===== src/rtl/ps2_key_driver.sv =====
// ----------------------------------------------------------------------------
// ps2_key_driver
//   PS/2 keyboard receiver. Frames arriving on PS2_CLK/PS2_DAT are filtered,
//   deframed and checked; valid scan-code bytes are buffered in a FIFO that
//   the CPU reads and pops through the key io port. A successful push raises
//   io_irq, which is held until acknowledged on io_reset_irq.
//
// Ports
//   CLOCK_50      in   system clock, the only clock
//   reset         in   synchronous active-high reset
//   PS2_CLK       in   raw keyboard clock (asynchronous)
//   PS2_DAT       in   raw keyboard data (asynchronous)
//   io_raddr      in   read address, bit 0 selects DATA(0)/STATUS(1)
//   io_rdata      out  registered read data
//   io_waddr      in   write address, bit 0 selects POP(0)/CLEAR(1)
//   io_wdata      in   write data, bits [2:1] are write-1-to-clear flags
//   io_wenable    in   one-cycle write strobe
//   io_irq        out  key interrupt request
//   io_reset_irq  in   interrupt acknowledge (level, rising edge acts)
// ----------------------------------------------------------------------------
module ps2_key_driver #(
  parameter int FIFO_DEPTH     = 16,
  parameter int FILTER_LEN     = 8,
  parameter int TIMEOUT_CYCLES = 50000
) (
  input  logic        CLOCK_50,
  input  logic        reset,
  input  logic        PS2_CLK,
  input  logic        PS2_DAT,
  input  logic [15:0] io_raddr,
  output logic [15:0] io_rdata,
  input  logic [15:0] io_waddr,
  input  logic [15:0] io_wdata,
  input  logic        io_wenable,
  output logic        io_irq,
  input  logic        io_reset_irq
);

  localparam int AW = (FIFO_DEPTH > 1) ? $clog2(FIFO_DEPTH) : 1;
  localparam int FW = $clog2(FILTER_LEN + 1);
  localparam int TW = $clog2(TIMEOUT_CYCLES + 1);
  localparam logic [FW-1:0] FILT_MAX = FW'(FILTER_LEN - 1);
  localparam logic [TW-1:0] TO_MAX   = TW'(TIMEOUT_CYCLES - 1);
  localparam logic [5:0]    FULL_CNT = 6'(FIFO_DEPTH);

  typedef enum logic [1:0] {S_IDLE, S_RECV, S_STOP} state_t;

  // Input conditioning
  logic          r_clk_s1, r_clk_s2, r_dat_s1, r_dat_s2;
  logic          r_filt;
  logic [FW-1:0] r_filt_cnt;
  logic          w_filt_flip, w_fall;

  // Receiver
  state_t        r_state, w_state_next;
  logic [3:0]    r_bitcnt;
  logic [8:0]    r_shift;     // {parity, data[7:0]} once a frame is complete
  logic          r_start;
  logic [TW-1:0] r_to_cnt;
  logic          w_timeout, w_frame_done, w_frame_ok;

  // FIFO, flags, irq
  logic [7:0]    r_mem [FIFO_DEPTH];
  logic [AW-1:0] r_wptr, r_rptr;
  logic [5:0]    r_count;
  logic          r_overflow, r_frame_err, r_irq, r_ack_d, r_dat_unused;
  logic [15:0]   r_rdata;
  logic          w_empty, w_full, w_pop, w_push, w_ovf_set, w_clr, w_ack_rise;
  logic [15:0]   w_status;
  logic          w_unused;

  // NOTE: sequential state is written with non-blocking (<=) assignments so
  // every register samples pre-edge values regardless of statement order.
  always_ff @(posedge CLOCK_50) begin
    if (reset) begin
      r_clk_s1   <= 1'b1;
      r_clk_s2   <= 1'b1;
      r_dat_s1   <= 1'b1;
      r_dat_s2   <= 1'b1;
      r_filt     <= 1'b1;
      r_filt_cnt <= '0;
    end else begin
      r_clk_s1 <= PS2_CLK;
      r_clk_s2 <= r_clk_s1;
      r_dat_s1 <= PS2_DAT;
      r_dat_s2 <= r_dat_s1;
      // Count consecutive samples that disagree with the filtered level;
      // any agreeing sample restarts the count.
      if (w_filt_flip) begin
        r_filt     <= r_clk_s2;
        r_filt_cnt <= '0;
      end else if (r_clk_s2 != r_filt) begin
        r_filt_cnt <= r_filt_cnt + 1'b1;
      end else begin
        r_filt_cnt <= '0;
      end
    end
  end

  assign w_filt_flip = (r_clk_s2 != r_filt) && (r_filt_cnt == FILT_MAX);
  assign w_fall      = w_filt_flip && r_filt;

  // FSM: state register
  always_ff @(posedge CLOCK_50) begin
    if (reset) r_state <= S_IDLE;
    else       r_state <= w_state_next;
  end

  // FSM: next state
  // NOTE: every combinational output gets a default first, so no path can
  // leave it unassigned and infer a latch.
  always_comb begin
    w_state_next = r_state;
    unique case (r_state)
      S_IDLE: if (w_fall) w_state_next = S_RECV;
      S_RECV: begin
        if (w_fall) begin
          if (r_bitcnt == 4'd9) w_state_next = S_STOP;
        end else if (w_timeout) begin
          w_state_next = S_IDLE;
        end
      end
      S_STOP: if (w_fall || w_timeout) w_state_next = S_IDLE;
      default: w_state_next = S_IDLE;
    endcase
  end

  // FSM: outputs. Odd parity means data+parity carries an odd count of ones.
  always_comb begin
    w_timeout    = (r_state != S_IDLE) && (r_to_cnt == TO_MAX);
    w_frame_done = (r_state == S_STOP) && w_fall;
    w_frame_ok   = w_frame_done && !r_start && r_dat_s2 && (^r_shift);
  end

  // Receiver datapath
  always_ff @(posedge CLOCK_50) begin
    if (reset) begin
      r_bitcnt <= '0;
      r_shift  <= '0;
      r_start  <= 1'b1;
      r_to_cnt <= '0;
    end else begin
      if (r_state == S_IDLE || w_fall) r_to_cnt <= '0;
      else                             r_to_cnt <= r_to_cnt + 1'b1;
      if (w_fall) begin
        if (r_state == S_IDLE) begin
          r_start  <= r_dat_s2;
          r_bitcnt <= 4'd1;
        end else if (r_state == S_RECV) begin
          r_shift  <= {r_dat_s2, r_shift[8:1]};   // LSB first
          r_bitcnt <= r_bitcnt + 4'd1;
        end
      end
    end
  end

  // FIFO control. A pop in the same cycle frees the slot, so a push into a
  // full FIFO is still accepted when paired with a pop.
  assign w_empty    = (r_count == 6'd0);
  assign w_full     = (r_count == FULL_CNT);
  assign w_pop      = io_wenable && !io_waddr[0] && !w_empty;
  assign w_push     = w_frame_ok && (!w_full || w_pop);
  assign w_ovf_set  = w_frame_ok && w_full && !w_pop;
  assign w_clr      = io_wenable && io_waddr[0];
  assign w_ack_rise = io_reset_irq && !r_ack_d;
  assign w_status   = {2'b00, r_count, 5'b00000, r_frame_err, r_overflow, !w_empty};

  // NOTE: the storage array carries no reset; entries are only ever read
  // behind r_count, so stale contents are never visible.
  always_ff @(posedge CLOCK_50) begin
    if (w_push) r_mem[r_wptr] <= r_shift[7:0];
  end

  always_ff @(posedge CLOCK_50) begin
    if (reset) begin
      r_wptr       <= '0;
      r_rptr       <= '0;
      r_count      <= '0;
      r_overflow   <= 1'b0;
      r_frame_err  <= 1'b0;
      r_irq        <= 1'b0;
      r_ack_d      <= 1'b0;
      r_rdata      <= '0;
      r_dat_unused <= 1'b0;
    end else begin
      r_ack_d <= io_reset_irq;
      if (w_push) r_wptr <= r_wptr + 1'b1;
      if (w_pop)  r_rptr <= r_rptr + 1'b1;
      case ({w_push, w_pop})
        2'b10:   r_count <= r_count + 6'd1;
        2'b01:   r_count <= r_count - 6'd1;
        default: r_count <= r_count;
      endcase
      // Set has priority over a same-cycle clear.
      r_overflow  <= w_ovf_set || (r_overflow && !(w_clr && io_wdata[1]));
      r_frame_err <= (w_frame_done && !w_frame_ok) ||
                     (r_frame_err && !(w_clr && io_wdata[2]));
      // A push keeps irq asserted even against a coincident acknowledge.
      if (w_push)          r_irq <= 1'b1;
      else if (w_ack_rise) r_irq <= 1'b0;
      if (io_raddr[0])  r_rdata <= w_status;
      else if (w_empty) r_rdata <= 16'h0000;
      else              r_rdata <= {8'h00, r_mem[r_rptr]};
      r_dat_unused <= 1'b0;
    end
  end

  assign io_rdata = r_rdata;
  assign io_irq   = r_irq;

  // Address/data bits that the register map does not decode.
  assign w_unused = &{1'b0, io_raddr[15:1], io_waddr[15:1], io_wdata[15:3],
                      io_wdata[0], r_dat_unused};

endmodule


===== config.mk =====
export PLATFORM = sky130hd
export DESIGN_NAME = ps2_key_driver
export DESIGN_NICKNAME = d
export VERILOG_FILES = /design/src/rtl/ps2_key_driver.sv
export SDC_FILE = /design/constraint.sdc
export NUM_CORES = 1
export LEC_CHECK = 0
export CAP_MARGIN = 10
export CORE_AREA = 2 2 132 121
export CTS_BUF_LIST = sky130_fd_sc_hd__clkbuf_4
export CTS_CLUSTER_SIZE = 12
export DETAILED_ROUTE_END_ITERATION = 6
export DIE_AREA = 0 0 134 123
export GPL_TIMING_DRIVEN = 1
export MAX_ROUTING_LAYER = met4
export PLACE_DENSITY = 0.76
export SYNTH_ARGS = -nofsm -noshare
export SYNTH_HDL_FRONTEND = slang
export SYNTH_SLANG_ARGS = --single-unit

===== constraint.sdc =====
create_clock -name CLOCK_50 -period 7.2 [get_ports CLOCK_50]
set_input_delay 1.44 -clock CLOCK_50 [delete_from_list [all_inputs] [get_ports CLOCK_50]]
set_output_delay 1.44 -clock CLOCK_50 [all_outputs]
set_load 0.005 [all_outputs]

## Word level (Yosys, flattened, before mapping)

Memory sizes are Yosys's and may differ from the RTL's. A register that Yosys moved wholly into a read port is not among the register bits.
Cells that the tools add are included.

| storage, ports and cells | value |
|---|---|
| memories kept | 1 |
| memory bits (writable) | 128 |
| input bits | 54 |
| word-level logic and storage cells | 109 |
| bits in registers | 75 |

| cells by class | value |
|---|---|
| mux-type cells | 17 |
| add/subtract/negate cells | 7 |
| bitwise logic cells | 2 |
| reduce and logical (&&, ||, !) cells | 48 |
| equality and inequality tests | 13 |

Memory list:

| name | depth | width | rd ports | clocked after Yosys merged registers in | write ports | RTL line | source |
|---|---|---|---|---|---|---|---|
| r_mem | 16 | 8 | 1 | 1 | 1 | 63 | `logic [7:0] r_mem [FIFO_DEPTH];` |

Operators with widths:

| kind | count |
|---|---|
| 1-bit logical AND | 19 |
| 16-bit by 1-bit adder with 16-bit output (second input constant) | 1 |
| 4-bit by 1-bit adder with 4-bit output (second input constant) | 4 |
| 16-bit == test (second input constant) | 1 |
| 4-bit two-way mux | 4 |
| 14-bit two-way mux | 1 |
| 6-bit case mux with 2 select lines | 1 |
| 2-bit two-way mux | 5 |
| 1-bit logical NOT | 9 |
| 9-bit parity | 1 |
| 8-bit two-way mux | 1 |
| 2-bit nonzero test | 4 |
| 6-bit by 1-bit adder with 6-bit output (second input constant) | 1 |
| 6-bit by 5-bit == test with 1-bit output (second input constant) | 1 |
| 6-bit logical NOT | 1 |
| 3-bit != test (second input constant) | 2 |
| 2-bit case mux with 3 select lines | 1 |
| 3-bit OR reduction | 2 |
| 6-bit by 1-bit subtractor with 6-bit output (second input constant) | 1 |
| 1-bit logical OR | 5 |
| 2-bit by 1-bit == test with 1-bit output (second input constant) | 2 |
| 2-bit == test (second input constant) | 2 |
| 4-bit by 3-bit == test with 1-bit output (second input constant) | 1 |
| 4-bit == test (second input constant) | 1 |
| 9 further kinds | 16 |

## Depth between registers and ports, before layout

| depth | value |
|---|---|
| word-level depth | 10 |
| depth in mapped cells | 12 |

## Worst setup path after synthesis

OpenSTA, ideal clock, no wires.

| timing | value |
|---|---|
| path kind | in2reg |
| start | input port io_waddr[0] |
| end | memory r_mem[1][0], enable pin |
| path slack | 4015 ps |
| stages on the path | 6 |
| buffers on the path | 1 |
| library setup time | 383 ps |
| data required time | 6817 ps |
| data arrival time | 2802 ps |
| cell sequence | nand2b_1 > nand4_1 > and2_1 > buf_2 > nand2_1 > nor3_1 |

| between the ends | value |
|---|---|
| word-level cells in the longest chain between the ends | 7 |

RTL lines:

| element | RTL line | source |
|---|---|---|
| from (decl) | 32 | `input logic [15:0] io_waddr,` |
| 1-bit logical NOT | 161 | `assign w_pop = io_wenable && !io_waddr[0] && !w_empty;` |
| 1-bit logical AND (2 in series) | 161 |  |
| 1-bit logical OR | 162 | `assign w_push = w_frame_ok && (!w_full \|\| w_pop);` |
| 1-bit logical AND | 162 |  |
| 1-bit two-way mux | 171 | `if (w_push) r_mem[r_wptr] <= r_shift[7:0];` |
| 1-bit two-way mux (not written as such) | 171 |  |
| to (decl) | 63 |  |

No other way between the ends.

## Worst setup path in the final report

| timing | value |
|---|---|
| start | register r_shift[3] |
| end | memory r_mem[5][3], enable pin |

| between the ends | value |
|---|---|
| word-level cells in the longest chain between the ends | 5 |

RTL lines:

| element | RTL line | source |
|---|---|---|
| from (decl) | 57 | `logic [8:0] r_shift;` |
| from (signal assigned) | 150 | `r_shift <= {r_dat_s2, r_shift[8:1]};` |
| 9-bit parity | 132 | `w_frame_ok = w_frame_done && !r_start && r_dat_s2 && (^r_shift);` |
| 1-bit logical AND | 132 |  |
| 1-bit logical AND | 162 |  |
| 1-bit two-way mux | 171 |  |
| 1-bit two-way mux (not written as such) | 171 |  |

No other way between the ends.

==> run summary <==
Finished Layout Cells: 871
Clk_lat worst skew: 630 ps
Initial Util: 0.543
Hold_ws: 411 ps
Clock Skew: 43.3 ps
Die H: 123 µm
Buffers on Ports: 24
Crit-path max cell delay: 760 ps
Register share of total power: 0.498
Register area share after synthesis: 0.656
Setup bufs post-CTS: 0
H-tree depth: 2
Cells after Synth: 577
Required time worst endpoint: 7440 ps
Layout cell share with drive strength beyond 1: 0.203
Die ar.: 16500 µm²
First-pass GRT wire length: 24400 µm
Internal power: 1.96 mW
Layout area overhead: 12.7%
Setup TNS: 0 ps
Core area: 15100 µm²
Remaining Overflow, GRT: 0
Register cell area after layout: 5390 µm²
Final Hold Fails: 0
Setup violators final: 0
Sw Ratio: 0.249
Root Buffer: clkbuf_4
RSZ-0062 raised after global routing: no
First-pass detailed-route iteration total: 5
ANT cells: 0
Drt wl/cell: 17.2 µm
Max-slew violation count: 0
Worst Setup Start Kind: flop
All-layer global routing usage: 0.197
Drt drc: 0
Std cell rows: 43
Multi-input logic area: 2650 µm²
Initial DRC Count: 373
Placed Cells: 779
Max cap viols: 0
Post-synth top area cell: edfxtp_1
IO Pins: 71
Crit Path Max Fanout: 19
Power Density: 282 nW/µm²
Seq cells post-synth: 205
Power share of the combinational group: 0.146
Max Freq: 0.286 GHz
Hold buffers post-CTS: 0
Lkg Pwr: 3.09 nW
Tightest Pin Transition: 1050 ps
Clock share of power: 0.356
Fin crit period: 3490 ps
Most frequent cell after synthesis: edfxtp_1
Worst setup EP type: flop
Post-CTS Resized: 0
Tightest Hold Check Type: reg2reg
Avg Cell Area, Syn: 14.2 µm²
Final ANT Viol Nets: 0
FFs w/ async S/R, synth: 0
Area share of the largest cell type after synthesis: 0.468
Ys Warns: 0
Clk pin slew, worst setup/hold paths: 60 ps
Placer Congestion: 0.855
Status: finished, final reports clean
CTS Buf Count: 50
Period Utilization, post-route: 0.485
Nets@finish: 693
Synth top area cells: edfxtp_1 (47%), dfxtp_1 (19%), mux4_2 (9.6%)
Max_slew headroom: 0.300
Vias: 4783
Psw: 0.652 mW
Max VDD drop: 0.270 mV
Sink Count: 205
Critical path cell sequence: xor2_1 > xnor3_2 > mux2i_4 > and2_1 > nand2_1 > nor2_1
Initial antenna violation count: 0
Vias per cell: 5.49
Pre-CTS setup slack: 3260 ps
Most used DFF post-synth: edfxtp_1
WS Path Type: reg2reg
Die W: 134 µm
Slowest-stage cell, CP: dfxtp_1
Critical path arrival: 3730 ps
Total Wirelength: 15000 µm
Final worst setup slack: 3710 ps
Number of distinct library cells after synthesis: 58
Synth top cells by count: edfxtp_1 (128), dfxtp_1 (77), nor2_1 (59)
Mapped Area: 8210 µm²
Fin area: 9260 µm²
Post-DP HPWL: 9620 µm
Dpl cell area: 8620 µm²
EDFF count, synth: 128
Largest net degree at the start of global routing: 48
Clock tree buffer depth: 3
Fill cells: 1136
Vias in the first global route: 4870
TritonCTS clock tree: yes
-- state kept, by name (all words and copies together), names as in the netlist, 2 cells and up, named ones only --
register,count
r_mem,128
r_to_cnt,16
io_rdata,14
r_shift,9
r_count,6
r_bitcnt,4
r_filt_cnt,4
r_rptr,4
r_wptr,4
r_state,2
-- worst max-delay path: cells and delay by family, from the launching register on --
kind / cells / cell delay, ps
mux: 1 / 510
simple gates: 3 / 1180
xor+xnor: 2 / 690
flops: 1 / 760
-- metrics by stage --
step	utilization	power, mW
finish	0.613	2.62
global route	0.613	2.75
CTS	0.613	2.65
detailed placement	0.570	1.71
global placement	0.570	1.70
floorplan	-	1.62
-- worst paths after layout --
| kind | startpoint | slack [ps] | cells after the start | to |
|---|---|---|---|---|
| max | r_shift[3] | 3710 | 6 | r_mem[5][3] |
| min | r_clk_s1 | 410 | 1 | r_clk_s2 |
| max reg2reg | r_shift[3] | 3710 | 6 | r_mem[5][3] |
| min reg2reg | r_clk_s1 | 410 | 1 | r_clk_s2 |
-- per-layer routing --
layer / share of wire / GRT usage / up-vias
met5: 0 / - / -
met4: 0.0099 / 0.0678 / 0
met3: 0.049 / 0.0451 / 13
met1: 0.42 / 0.241 / 2376
li1: - / - / 2278
met2: 0.52 / 0.328 / 116
-- cell type report --
class	instances	area share
Inverter	13	0.00527
Clock buffer	79	0.0640
Timing Repair Buffer	29	0.0300
Multi-Input combinational cell	330	0.286
Tap cell	202	0.0273
Clock inverter	13	0.00540
Sequential cell	205	0.582
-- layout by cell type (no fill, tap or decap), drive strengths merged, types with 15 or more instances in the layout --
cell type	netlist	layout
xor2	15	15
nand2	35	35
clkdlybuf4s50	0	24
dfxtp	77	77
clkbuf	17	79
a21oi	19	19
edfxtp	128	128
nand3	24	24
mux4	35	35
nor2	61	61
-- power by group through the flow --
stage	Sequential, mW	Combinational [mW]	Clock, mW
floorplan	1.31	0.307	0
global placement	1.33	0.374	0
detailed placement	1.33	0.386	0
CTS	1.30	0.387	0.962
global route	1.31	0.420	1.02
finish	1.30	0.381	0.931
-- cell families after synthesis --
group,share of synthesized area
xor gates and xnor gates,0.0344
AOI/OAI and AO/OA,0.0408
buffers and inverters,0.0232
and+or+nand+nor,0.117
DFF,0.656
muxes,0.114
adders and majority gates,0.0152
other,0.000457
No activity file was read; power rests on OpenSTA's default activity.
==> variant, RTL diff (same flow settings) <==
Put one more register stage on the output `io_rdata`, with the module's reset. The value now appears one clock later. The other outputs are not delayed to match. Comments in the files are not updated.
--- a/src/rtl/ps2_key_driver.sv
+++ b/src/rtl/ps2_key_driver.sv
@@ -205,7 +205,13 @@
     end
   end
 
-  assign io_rdata = r_rdata;
+  always_ff @(posedge CLOCK_50) begin
+    if (reset) begin
+      io_rdata <= '0;
+    end else begin
+      io_rdata <= r_rdata;
+    end
+  end
   assign io_irq   = r_irq;
 
   // Address/data bits that the register map does not decode.
Behaviour: same outputs for any inputs over 10 cycles, from zero or initial values and one cycle with reset high; that may be too few to reach the edited logic, so the function may still have changed.
==> variant against the unedited design <==
- routed wire length up 2.6%
- sequential share of layout area down 0.15 points
- setup slack worse by 0.0053 ns
- area after synthesis up 5.5%
- sequential cell count up 14
- fmax down 0.15%
- final area up 5.5%
- largest cell class unchanged
Power is not compared: it rests on default switching activity, and its combinational part moved more than twofold at a synthesized area within 25%.
==> variant: results (changes against the unedited design) <==
Synth:
- The fraction of synthesized cell area in xor and xnor cells is 0.0296 (-0.00482).
- The adder-cell share of the synthesized area is 0.0144 (-0.000792).
- By area the synthesized netlist is led by sky130_fd_sc_hd__edfxtp_1, sky130_fd_sc_hd__dfxtp_1, sky130_fd_sc_hd__mux4_2.
- The number of distinct library cell variants in the gate-level netlist after synthesis was 51 (-12%).
- The mean post-synth cell area is 14.4 µm² (+0.94%).
- The sequential fraction of the synthesis area is 0.654 (-0.00174).
- By count the netlist is led by sky130_fd_sc_hd__edfxtp_1, sky130_fd_sc_hd__dfxtp_1, sky130_fd_sc_hd__nor2_1, sky130_fd_sc_hd__mux4_2, sky130_fd_sc_hd__nor2b_1.

Route:
- The post-detailed-route via-to-cell ratio is 5.48 (-0.22%).
- The iteration count of the initial detailed-routing pass is 4 (-1).
- The wire length on met3 is 772 µm (+5.9%).
- The initial detailed-routing violation count was 264 (-29%).
- The total met2 wirelength after detailed routing is 7.82 mm (+0.59%).
- The total routed wirelength is 15.4 mm (+2.6%).

Setup path:
- The largest individual stage delay along the critical path comes from the cell sky130_fd_sc_hd__a21oi_1.
- The beginning of the critical path is io_waddr[0].
- The peak fanout along the critical path is 10 (-9).
- The destination of the critical timing path is r_count[2].
- The gate family responsible for the most delay along the worst path is compound AO/OA/AOI/OAI gates.
- The cell depth of the worst flop-to-flop path is 5 (-1).
- The worst setup slack for register-to-register paths is 4.04 ns (+0.33 ns).
- The delay of the slowest critical-path stage is 0.72 ns (-0.04 ns).

Placed design:
- The setup slack at placement was 3.04 ns (-0.227 ns).
- The detailed placer's ending HPWL is 9.64 mm (+0.21%).
- The post-detailed-placement cell area is 9050 µm² (+5.0%).
- The number of placed instances, taps included came to 802 (+3.0%).

Global routing:
- The met3 usage was 0.0459 (+0.000820).
- The via count of the first global-routing pass is 5007 (+2.8%).
- The met1 usage in global routing is 0.245 (+0.00331).
- The met2 layer usage reported by global route came to 0.336 (+0.00801).
- The combined global-route utilization of all metal layers is 0.201 (+0.00350).

Finish:
- The share of cells above drive strength 1 came to 0.197 (-0.00673).
- The number of fill cells in the layout is 1057 (-7.0%).

Clock network:
- The total CTS buffers was 53 (+6.0%).

Status:
- The flow ran to the end, and the final reports show no timing, DRC or antenna violations.

Timing:
- The measured slew at the worst slew-check pin is 1.05 ns (-0.00222 ns).
- The final critical-path share of the clock period is 0.486 (+0.000737).
- The worst slack on hold paths was 0.411 ns (-0.0000620 ns).

Power:
- The highest ir drop seen on vdd is 0.000217 V.
==> variant: worst register-to-register path, stage by stage (launching register included) <==
cell	delay (ns)
sky130_fd_sc_hd__dfxtp_1	0.73
sky130_fd_sc_hd__xor2_1	0.20
sky130_fd_sc_hd__xnor3_2	0.52
sky130_fd_sc_hd__xnor2_1	0.18
sky130_fd_sc_hd__nor3_2	0.57
sky130_fd_sc_hd__and3_1	0.63
==> variant: layout make-up <==
cell class / instances / area [µm²] / share of cell area
multi-input combinational: 345 / 2840 / 0.290
clock buffer: 81 / 608 / 0.0623
timing repair buffer: 27 / 258 / 0.0264
tap: 202 / 253 / 0.0259
clock inverter: 16 / 114 / 0.0117
inverter: 9 / 33.8 / 0.00346
sequential: 219 / 5670 / 0.580
==> variant: power groups by stage <==
stage	clock [mW]	combinational, mW	sequential, mW
global placement	0	0.0910	1.36
finish	1.04	0.0924	1.33
global route	1.14	0.102	1.33
detailed placement	0	0.0934	1.36
CTS	1.07	0.0937	1.33
floorplan	0	0.0755	1.35
